### config.mk
export PLATFORM = sky130hd
export DESIGN_NAME = pe_array_driver
export DESIGN_NICKNAME = d
export VERILOG_FILES = /design/src/rtl/pe_array_driver_pkg.sv /design/src/rtl/pe_array_driver_mymax.sv /design/src/rtl/pe_array_driver.sv
export SDC_FILE = /design/constraint.sdc
export NUM_CORES = 1
export LEC_CHECK = 0
export ABC_CLOCK_PERIOD_IN_PS = 2620
export CORE_ASPECT_RATIO = 1.2
export CORE_MARGIN = 1.5
export CORE_UTILIZATION = 42
export CTS_CLUSTER_DIAMETER = 200
export DETAILED_ROUTE_END_ITERATION = 7
export PLACE_DENSITY = 0.87
export SKIP_LAST_GASP = 1
export SLEW_MARGIN = 20
export SYNTH_ARGS = -nofsm -noshare
export SYNTH_HDL_FRONTEND = slang
export SYNTH_SLANG_ARGS = --single-unit
### constraint.sdc
create_clock -name clk -period 2.62 [get_ports clk]
set_input_delay 0.524 -clock clk [delete_from_list [all_inputs] [get_ports clk]]
set_output_delay 0.524 -clock clk [all_outputs]
set_load 0.1 [all_outputs]
### src/rtl/pe_array_driver_pkg.sv
// =====================================================================
// pe_array_driver_pkg : shared widths and base type for the PE driver
// Revision 1.0
// =====================================================================
`default_nettype none

`ifndef V_E_F_Bit
`define V_E_F_Bit 16
`endif
`ifndef BASE_W
`define BASE_W 2
`endif

package pe_array_driver_pkg;

    localparam int W      = `V_E_F_Bit;
    localparam int BASE_W = `BASE_W;

    typedef logic [BASE_W-1:0] base_t;

    localparam base_t BASE_NONE = '0;

endpackage

`default_nettype wire

### src/rtl/pe_array_driver_mymax.sv
// =====================================================================
// myMax : unsigned two-input maximum
// Revision 1.0
// =====================================================================
`default_nettype none

module myMax #(
    parameter int W = 16
) (
    input  logic [W-1:0] a_i,
    input  logic [W-1:0] b_i,
    output logic [W-1:0] max_o
);

    assign max_o = (a_i >= b_i) ? a_i : b_i;

endmodule

`default_nettype wire

### src/rtl/pe_array_driver.sv
// =====================================================================
// pe_array_driver : sequences one query/target alignment run on a PE array
// Revision 1.0
// =====================================================================
`default_nettype none

module pe_array_driver
    import pe_array_driver_pkg::*;
#(
    parameter int PE_NUM = 8,
    parameter int LEN_W  = 4
) (
    input  logic                clk,
    input  logic                rst_n,
    input  logic                start,
    input  logic [2*PE_NUM-1:0] query,
    input  logic [LEN_W-1:0]    query_len,
    input  logic                t_valid,
    output logic                t_ready,
    input  base_t               t_data,
    input  logic                t_last,
    output logic [PE_NUM-1:0]   arr_enable,
    output logic [2*PE_NUM-1:0] arr_s,
    output logic                arr_newLine,
    output base_t               arr_t,
    output logic [W-1:0]        arr_v,
    output logic [W-1:0]        arr_v_alpha,
    output logic [W-1:0]        arr_f,
    input  logic [W-1:0]        arr_result,
    output logic                busy,
    output logic                done,
    output logic [W-1:0]        score
);

    localparam logic [1:0] S_IDLE   = 2'd0;
    localparam logic [1:0] S_STREAM = 2'd1;
    localparam logic [1:0] S_DRAIN  = 2'd2;
    localparam logic [1:0] S_DONE   = 2'd3;

    logic [1:0]          state_q, state_d;
    logic [2*PE_NUM-1:0] s_q, s_d;
    logic [PE_NUM-1:0]   mask_q, mask_d;
    logic [LEN_W-1:0]    len_q, len_d;
    logic [LEN_W-1:0]    cnt_q, cnt_d;
    logic                first_q, first_d;
    logic [W-1:0]        score_q, score_d;

    logic                w_len_ok;
    logic                w_xfer;
    logic [PE_NUM-1:0]   w_mask_new;
    logic [W-1:0]        w_max;

    assign w_len_ok = (query_len != '0) && (query_len <= LEN_W'(PE_NUM));
    assign w_xfer   = (state_q == S_STREAM) && t_valid;

    always_comb begin
        w_mask_new = '0;
        for (int i = 0; i < PE_NUM; i++) begin
            w_mask_new[i] = (LEN_W'(i) < query_len);
        end
    end

    myMax #(.W(W)) u_max (
        .a_i   (score_q),
        .b_i   (arr_result),
        .max_o (w_max)
    );

    // State register
    always_ff @(posedge clk or negedge rst_n) begin
        if (!rst_n) begin
            state_q <= S_IDLE;
        end else begin
            state_q <= state_d;
        end
    end

    // Next-state logic
    always_comb begin
        state_d = state_q;
        case (state_q)
            S_IDLE:   if (start) state_d = w_len_ok ? S_STREAM : S_DONE;
            S_STREAM: if (w_xfer && t_last) state_d = S_DRAIN;
            S_DRAIN:  if (cnt_q <= LEN_W'(1)) state_d = S_DONE;
            S_DONE:   state_d = S_IDLE;
            default:  state_d = S_IDLE;
        endcase
    end

    // Output logic: the array only advances on transfer or drain cycles
    always_comb begin
        t_ready     = 1'b0;
        arr_enable  = '0;
        arr_t       = BASE_NONE;
        arr_newLine = 1'b0;
        busy        = 1'b0;
        done        = 1'b0;
        case (state_q)
            S_STREAM: begin
                t_ready = 1'b1;
                busy    = 1'b1;
                if (w_xfer) begin
                    arr_enable  = mask_q;
                    arr_t       = t_data;
                    arr_newLine = first_q;
                end
            end
            S_DRAIN: begin
                busy       = 1'b1;
                arr_enable = mask_q;
            end
            S_DONE:  done = 1'b1;
            default: ;
        endcase
    end

    always_comb begin
        s_d     = s_q;
        mask_d  = mask_q;
        len_d   = len_q;
        cnt_d   = cnt_q;
        first_d = first_q;
        score_d = score_q;
        case (state_q)
            S_IDLE: begin
                if (start) begin
                    score_d = '0;
                    if (w_len_ok) begin
                        s_d     = query;
                        mask_d  = w_mask_new;
                        len_d   = query_len;
                        first_d = 1'b1;
                    end
                end
            end
            S_STREAM: begin
                if (w_xfer) begin
                    first_d = 1'b0;
                    if (t_last) cnt_d = len_q;
                end
            end
            S_DRAIN: cnt_d = cnt_q - LEN_W'(1);
            default: ;
        endcase
        if (arr_enable != '0) score_d = w_max;
    end

    always_ff @(posedge clk or negedge rst_n) begin
        if (!rst_n) begin
            s_q     <= '0;
            mask_q  <= '0;
            len_q   <= '0;
            cnt_q   <= '0;
            first_q <= 1'b0;
            score_q <= '0;
        end else begin
            s_q     <= s_d;
            mask_q  <= mask_d;
            len_q   <= len_d;
            cnt_q   <= cnt_d;
            first_q <= first_d;
            score_q <= score_d;
        end
    end

    assign arr_s       = s_q;
    assign score       = score_q;
    assign arr_v       = '0;
    assign arr_v_alpha = '0;
    assign arr_f       = '0;

endmodule

`default_nettype wire

# Word level (Yosys, flattened, before mapping)
# Cells that the tools add are included.
# word_totals
reg_bits,51
input_bits,43
output_inout_bits,94
elab_cells,70
# classes
add_sub_neg,1
magnitude_cmp,11
eq_ne,10
muxes,25
n_reduce_logical,16
# ops
cell,count
$mux W16,4
$ge A16 B16 Y1,1
$lt A3 B4 Y1 const A,4
$pmux W8 S2,1
$mux W2,6
$ne A2 B2 Y1 const B,6
$reduce_and A3 Y1,4
$lt A1 B4 Y1 const A,2
$lt A2 B4 Y1 const A,2
$mux W1,8
$mux W4,2
$mux W8,1
$pmux W2 S4,1
$pmux W4 S2,1
$reduce_bool A2 Y1,4
$reduce_bool A8 Y1,1
$eq A2 B2 Y1 const B,2
$le A4 B1 Y1 const B,1
$le A4 B4 Y1 const B,1
$reduce_and A4 Y1,1
$reduce_bool A4 Y1,1
$sub A4 B1 Y4 const B,1
$logic_and A1 B1 Y1,3
$eq A2 B1 Y1 const B,1
4 further kinds,4

# Logic depth before layout (Yosys ltp)
# Gate-level depths: netlist of run 1.
# logic_depth
ltp_word,7
ltp_mapped,9
ltp_nobuf,7

# Hierarchy
# From an unflattened synthesis of run 1, not the netlist that was laid out.
# unflattened
cells_unflattened,345
hier_area_um2,3404.5
# by_module_without_submodules
module,instances,cells_each,area_each_um2,seq_area_each_um2
pe_array_driver,1,276,2730.1,1251.2
myMax,1,69,674.4,0.0

# Worst setup path before layout of run 1
# No wires, ideal clock.
# synth_timing
path_type,register -> output
startpoint,register state_q[1]
endpoint,output arr_enable[0]
arrival_ns,2.572
required_time_ns,2.096
setup_slack_ns,-0.476
path_stages_with_launch,6
n_path_buf,0
path_cell_list,dfrtp_1 inv_1 ha_1 a21oi_1 nor2_1 and2_1
# synth_via
elab_chain_len,4
elab_cells_between_ends,5
classes_between,eq/ne (2); mux (2); reduce/logical (1)
# synth_rtl
item,line_no,source
from (decl),pe_array_driver.sv:40,"logic [1:0] state_q, state_d;"
from (signal assigned),pe_array_driver.sv:74,state_q <= state_d;
$eq A2 B1 Y1,"pe_array_driver.sv:54, pe_array_driver.sv:98",
$logic_and A1 B1 Y1,pe_array_driver.sv:54,assign w_xfer = (state_q == S_STREAM) && t_valid;
$mux W8,pe_array_driver.sv:102,if (w_xfer) begin
$pmux W8 S2 (*),pe_array_driver.sv:98,case (state_q)
to (decl),pe_array_driver.sv:22,"output logic [PE_NUM-1:0] arr_enable,"
# Mark *: on every way between the ends. The rest lies on a longest branch, timed or not.

# Final worst setup path of run 1
# layout_timing
startpoint,input arr_result[13]
endpoint,register score_q[10] (netlist: score[10])
# layout_via
elab_chain_len,3
# layout_rtl
item,line_no,source
from (decl),pe_array_driver.sv:29,"input logic [W-1:0] arr_result,"
$ge A16 B16 Y1,pe_array_driver_mymax.sv:15,assign max_o = (a_i >= b_i) ? a_i : b_i;
$ne A2 B2 Y1 (no source line),n/a,
$reduce_and A3 Y1 (no source line),n/a,
to (signal assigned),pe_array_driver.sv:162,score_q <= score_d;
to (decl),pe_array_driver.sv:46,"logic [W-1:0] score_q, score_d;"
# Every way passes these cells.
# A chain may end at the register's enable or synchronous reset.

==> run_summary.xml, run 1 <==
<?xml version="1.0" encoding="UTF-8"?>
<metrics>
  <group name="clock_tree">
    <metric name="hold_buffers" unit="">0</metric>
    <metric name="postCtsSetupBuffers" unit="">0</metric>
    <metric name="tritoncts" unit="">done</metric>
    <metric name="cts_num_sinks" unit="">50</metric>
    <metric name="cts.htree.levels" unit="">2</metric>
    <metric name="cts_root_buf" unit="">sky130_fd_sc_hd__clkbuf_8</metric>
    <metric name="clk_pin_slew" unit="ns">0.10</metric>
    <metric name="tritoncts.num_buffers" unit="">5</metric>
    <metric name="clk_path_buf_depth" unit="">2</metric>
    <metric name="worstSkewPairLatency" unit="ns">0.30</metric>
    <metric name="quantity_of_gates_resized_following_cts" unit="">0</metric>
  </group>
  <group name="sta">
    <metric name="hold_violations" unit="">0</metric>
    <metric name="timing.fmax" unit="GHz">0.402</metric>
    <metric name="max-slew-margin-rel" unit="">0.608</metric>
    <metric name="grt_setup_unrepaired" unit="">no</metric>
    <metric name="final_max_tran_viols" unit="">0</metric>
    <metric name="final.setup_skew" unit="ns">0.00604</metric>
    <metric name="timing.setup.tns" unit="ns">0</metric>
    <metric name="final.min_clock_period" unit="ns">2.49</metric>
    <metric name="setup_viol_count_final" unit="">0</metric>
    <metric name="worst_slew_pin_slew" unit="ns">0.584</metric>
    <metric name="finalHoldWorstSlack" unit="ns">0.197</metric>
    <metric name="layout_worst_path_cycle_share" unit="">0.949</metric>
  </group>
  <group name="logic_synthesis">
    <metric name="syn_avg_cell_area" unit="um2">9.88</metric>
    <metric name="cell_with_the_most_instances_after_synthesis" unit="">sky130_fd_sc_hd__dfrtp_1</metric>
    <metric name="synth-edff-count" unit="">0</metric>
    <metric name="netlist.area_leader.share" unit="">0.410</metric>
    <metric name="synth.top_cells.by_count" unit="">50 x sky130_fd_sc_hd__dfrtp_1, 49 x sky130_fd_sc_hd__buf_4, 27 x sky130_fd_sc_hd__inv_1</metric>
    <metric name="synthesis.area" unit="um2">3050</metric>
    <metric name="yosys.cell_types.count" unit="">34</metric>
    <metric name="synth_warnings" unit="">0</metric>
    <metric name="ff_latch_count_synth" unit="">50</metric>
    <metric name="synth-seq-area-share" unit="">0.410</metric>
    <metric name="asyncSetResetFlopFracSynth" unit="">1.00</metric>
    <metric name="netlist_top_cells_area" unit="">sky130_fd_sc_hd__dfrtp_1 41%, sky130_fd_sc_hd__buf_4 12%, sky130_fd_sc_hd__ha_1 9.0%</metric>
    <metric name="synth_top_flop_cell" unit="">sky130_fd_sc_hd__dfrtp_1</metric>
    <metric name="yosys.area.top_type" unit="">sky130_fd_sc_hd__dfrtp_1</metric>
    <metric name="post_synth_inst_count" unit="">309</metric>
  </group>
  <group name="global_route">
    <metric name="first_global_vias" unit="">2429</metric>
    <metric name="grt-ovfl-total" unit="">0</metric>
    <metric name="global_route_wire_length_before_repair" unit="um">11100</metric>
    <metric name="globalRouteTotalUtil" unit="">0.181</metric>
    <metric name="pin_count_of_the_biggest_net_entering_global_routing" unit="">28</metric>
    <metric name="grt_antenna_before_repair" unit="">0</metric>
  </group>
  <group name="floorplanning">
    <metric name="placement_rows" unit="">33</metric>
    <metric name="die_x" unit="um">80.8</metric>
    <metric name="die_h" unit="um">96.4</metric>
    <metric name="coreArea" unit="um2">6940</metric>
    <metric name="initial_core_util" unit="">0.440</metric>
    <metric name="die_area" unit="um2">7790</metric>
    <metric name="floorplan.io_pins" unit="">137</metric>
  </group>
  <group name="detailed_routing">
    <metric name="dr_total_vias" unit="">2446</metric>
    <metric name="post_drt_via_cell_ratio" unit="">4.92</metric>
    <metric name="drt_pre_antenna_iters" unit="">6</metric>
    <metric name="detail_route.wirelength" unit="um">6790</metric>
    <metric name="wl_per_cell" unit="um">13.7</metric>
    <metric name="drt_iter0_drc" unit="">123</metric>
    <metric name="post_detailed_route_count_of_antenna_violating_nets" unit="">0</metric>
    <metric name="remaining_drc_errors" unit="">0</metric>
  </group>
  <group name="status">
    <metric name="status" unit="">finished, final reports clean</metric>
  </group>
  <group name="place">
    <metric name="place.detailed.instances" unit="">489</metric>
    <metric name="gp_congestion" unit="">0.840</metric>
    <metric name="portBuffers" unit="">88</metric>
    <metric name="dp_hpwl" unit="um">5300</metric>
  </group>
  <group name="setup_path">
    <metric name="critical_path.startpoint_type" unit="">input pin</metric>
    <metric name="critical_path_peak_fanout" unit="">8</metric>
    <metric name="worst-endpoint-required" unit="ns">2.84</metric>
    <metric name="critical_path_arrival" unit="ns">2.71</metric>
    <metric name="criticalPathCategory" unit="">input pin to register</metric>
    <metric name="endpoint_class_of_the_critical_path" unit="">register</metric>
  </group>
  <group name="worst_hold_path">
    <metric name="timing.hold.worst.class" unit="">input pin to async pin</metric>
  </group>
  <group name="finish">
    <metric name="post_route_cells_drive_above_1_share" unit="">0.271</metric>
    <metric name="final.fill_count" unit="">578</metric>
    <metric name="finalNonFillerCells" unit="">497</metric>
    <metric name="flow.area_growth_from_synthesis" unit="%">35.5</metric>
    <metric name="antenna-diode-count" unit="">0</metric>
    <metric name="finalNetCount" unit="">474</metric>
  </group>
  <group name="flow_run">
    <metric name="max_cap_viol_count" unit="">0</metric>
  </group>
</metrics>
layout make-up:
cell class	count	area, um2	share of cell area
multi-input combinational	221	1520	0.368
tap	87	109	0.0263
clock inverter	3	40.0	0.00968
inverter	27	101	0.0245
sequential	50	1260	0.304
timing repair buffer	104	1040	0.251
clock buffer	5	68.8	0.0166
metal layers:
metal,global-route usage,share of wire,up-vias
met2,0.324,0.53,120
met4,0.0661,0.018,0
met3,0.0329,0.057,13
li1,-,-,1155
met5,0,0,-
met1,0.217,0.40,1158
worst max-delay path: stages:
cell	delay [ns]
sky130_fd_sc_hd__clkdlybuf4s50_1	0.45
sky130_fd_sc_hd__inv_1	0.05
sky130_fd_sc_hd__ha_1	0.32
sky130_fd_sc_hd__a211oi_2	0.18
sky130_fd_sc_hd__nor2_1	0.07
sky130_fd_sc_hd__or3_1	0.34
sky130_fd_sc_hd__or4_4	0.43
sky130_fd_sc_hd__buf_6	0.17
sky130_fd_sc_hd__mux2i_1	0.17
registers in the layout, indices dropped and copies added (netlist names):
signal   cells
mask_q       8
cnt_q        4
state_q      2
score       16
first_q      1
len_q        3
arr_s       16
per-stage QoR:
stage	utilization	area, um2	worst slack (ns)
finish	0.596	4140	0.134
global route	0.596	4140	0.0153
CTS	0.593	4110	0.0857
detailed placement	0.577	4010	-0.237
global placement	0.577	4010	-0.196
floorplan	-	3270	0.00641
path summary, 6_finish.rpt:
check / depth (start not counted) / slack, ns / to / start
hold / removal: 1 / 0.20 / arr_s[9]$_DFFE_PN0P_ / rst_n
setup reg to reg: 8 / 0.29 / score[10]$_DFFE_PN0P_ / state_q[1]$_DFFE_PN0P_
setup / recovery: 9 / 0.13 / score[10]$_DFFE_PN0P_ / arr_result[13]
hold reg to reg: 1 / 0.49 / mask_q[0]$_DFFE_PN0P_ / mask_q[0]$_DFFE_PN0P_
max in group asynchronous: 2 / 1.65 / mask_q[1]$_DFFE_PN0P_ / rst_n
min in group clk: 1 / 0.49 / mask_q[0]$_DFFE_PN0P_ / mask_q[0]$_DFFE_PN0P_
placed cells by master, fill, tap and decap left out, types with 2 or more instances in the layout:
cell type	count
sky130_fd_sc_hd__nand4_1	3
sky130_fd_sc_hd__and3_1	4
sky130_fd_sc_hd__clkinv_2	2
sky130_fd_sc_hd__clkdlybuf4s50_1	41
sky130_fd_sc_hd__o21ai_0	16
sky130_fd_sc_hd__a21oi_1	14
sky130_fd_sc_hd__buf_4	48
sky130_fd_sc_hd__a21boi_0	2
sky130_fd_sc_hd__dfrtp_2	5
sky130_fd_sc_hd__ha_1	20
sky130_fd_sc_hd__nor3_1	4
sky130_fd_sc_hd__or3_1	2
sky130_fd_sc_hd__inv_1	27
sky130_fd_sc_hd__and2_2	8
sky130_fd_sc_hd__nor4_1	3
sky130_fd_sc_hd__mux2_2	20
sky130_fd_sc_hd__mux2i_1	18
sky130_fd_sc_hd__o311ai_0	3
sky130_fd_sc_hd__clkbuf_8	5
sky130_fd_sc_hd__nor2_1	12
sky130_fd_sc_hd__conb_1	48
sky130_fd_sc_hd__buf_6	2
sky130_fd_sc_hd__nand2_1	19
sky130_fd_sc_hd__a21o_1	2
sky130_fd_sc_hd__ha_4	2
sky130_fd_sc_hd__buf_12	12
sky130_fd_sc_hd__dfrtp_1	45
sky130_fd_sc_hd__o22ai_1	2
sky130_fd_sc_hd__nand3_1	7
logic make-up after synthesis:
kind of cell / after synthesis / share of synthesized area
AO/OA/AOI/OAI: 47 / 0.0930
adder cells (fa/ha/maj): 22 / 0.0902
buffers and inverters: 85 / 0.168
flip-flops: 50 / 0.410
multiplexers: 38 / 0.133
other: 1 / 0.00123
AND/OR/NAND/NOR: 66 / 0.105
Power of run 1 is not shown: default switching activity piles up to over one toggle a cycle in this logic, so the estimate is an artifact.
==> run 2, diff against run 1 <==
Settings changed: CTS_CLUSTER_DIAMETER 200 to unset.
==> results of run 2 <==
Final layout, timing and power as in run 1 (identical DEF).
Power of run 2 is left out for the same reason.
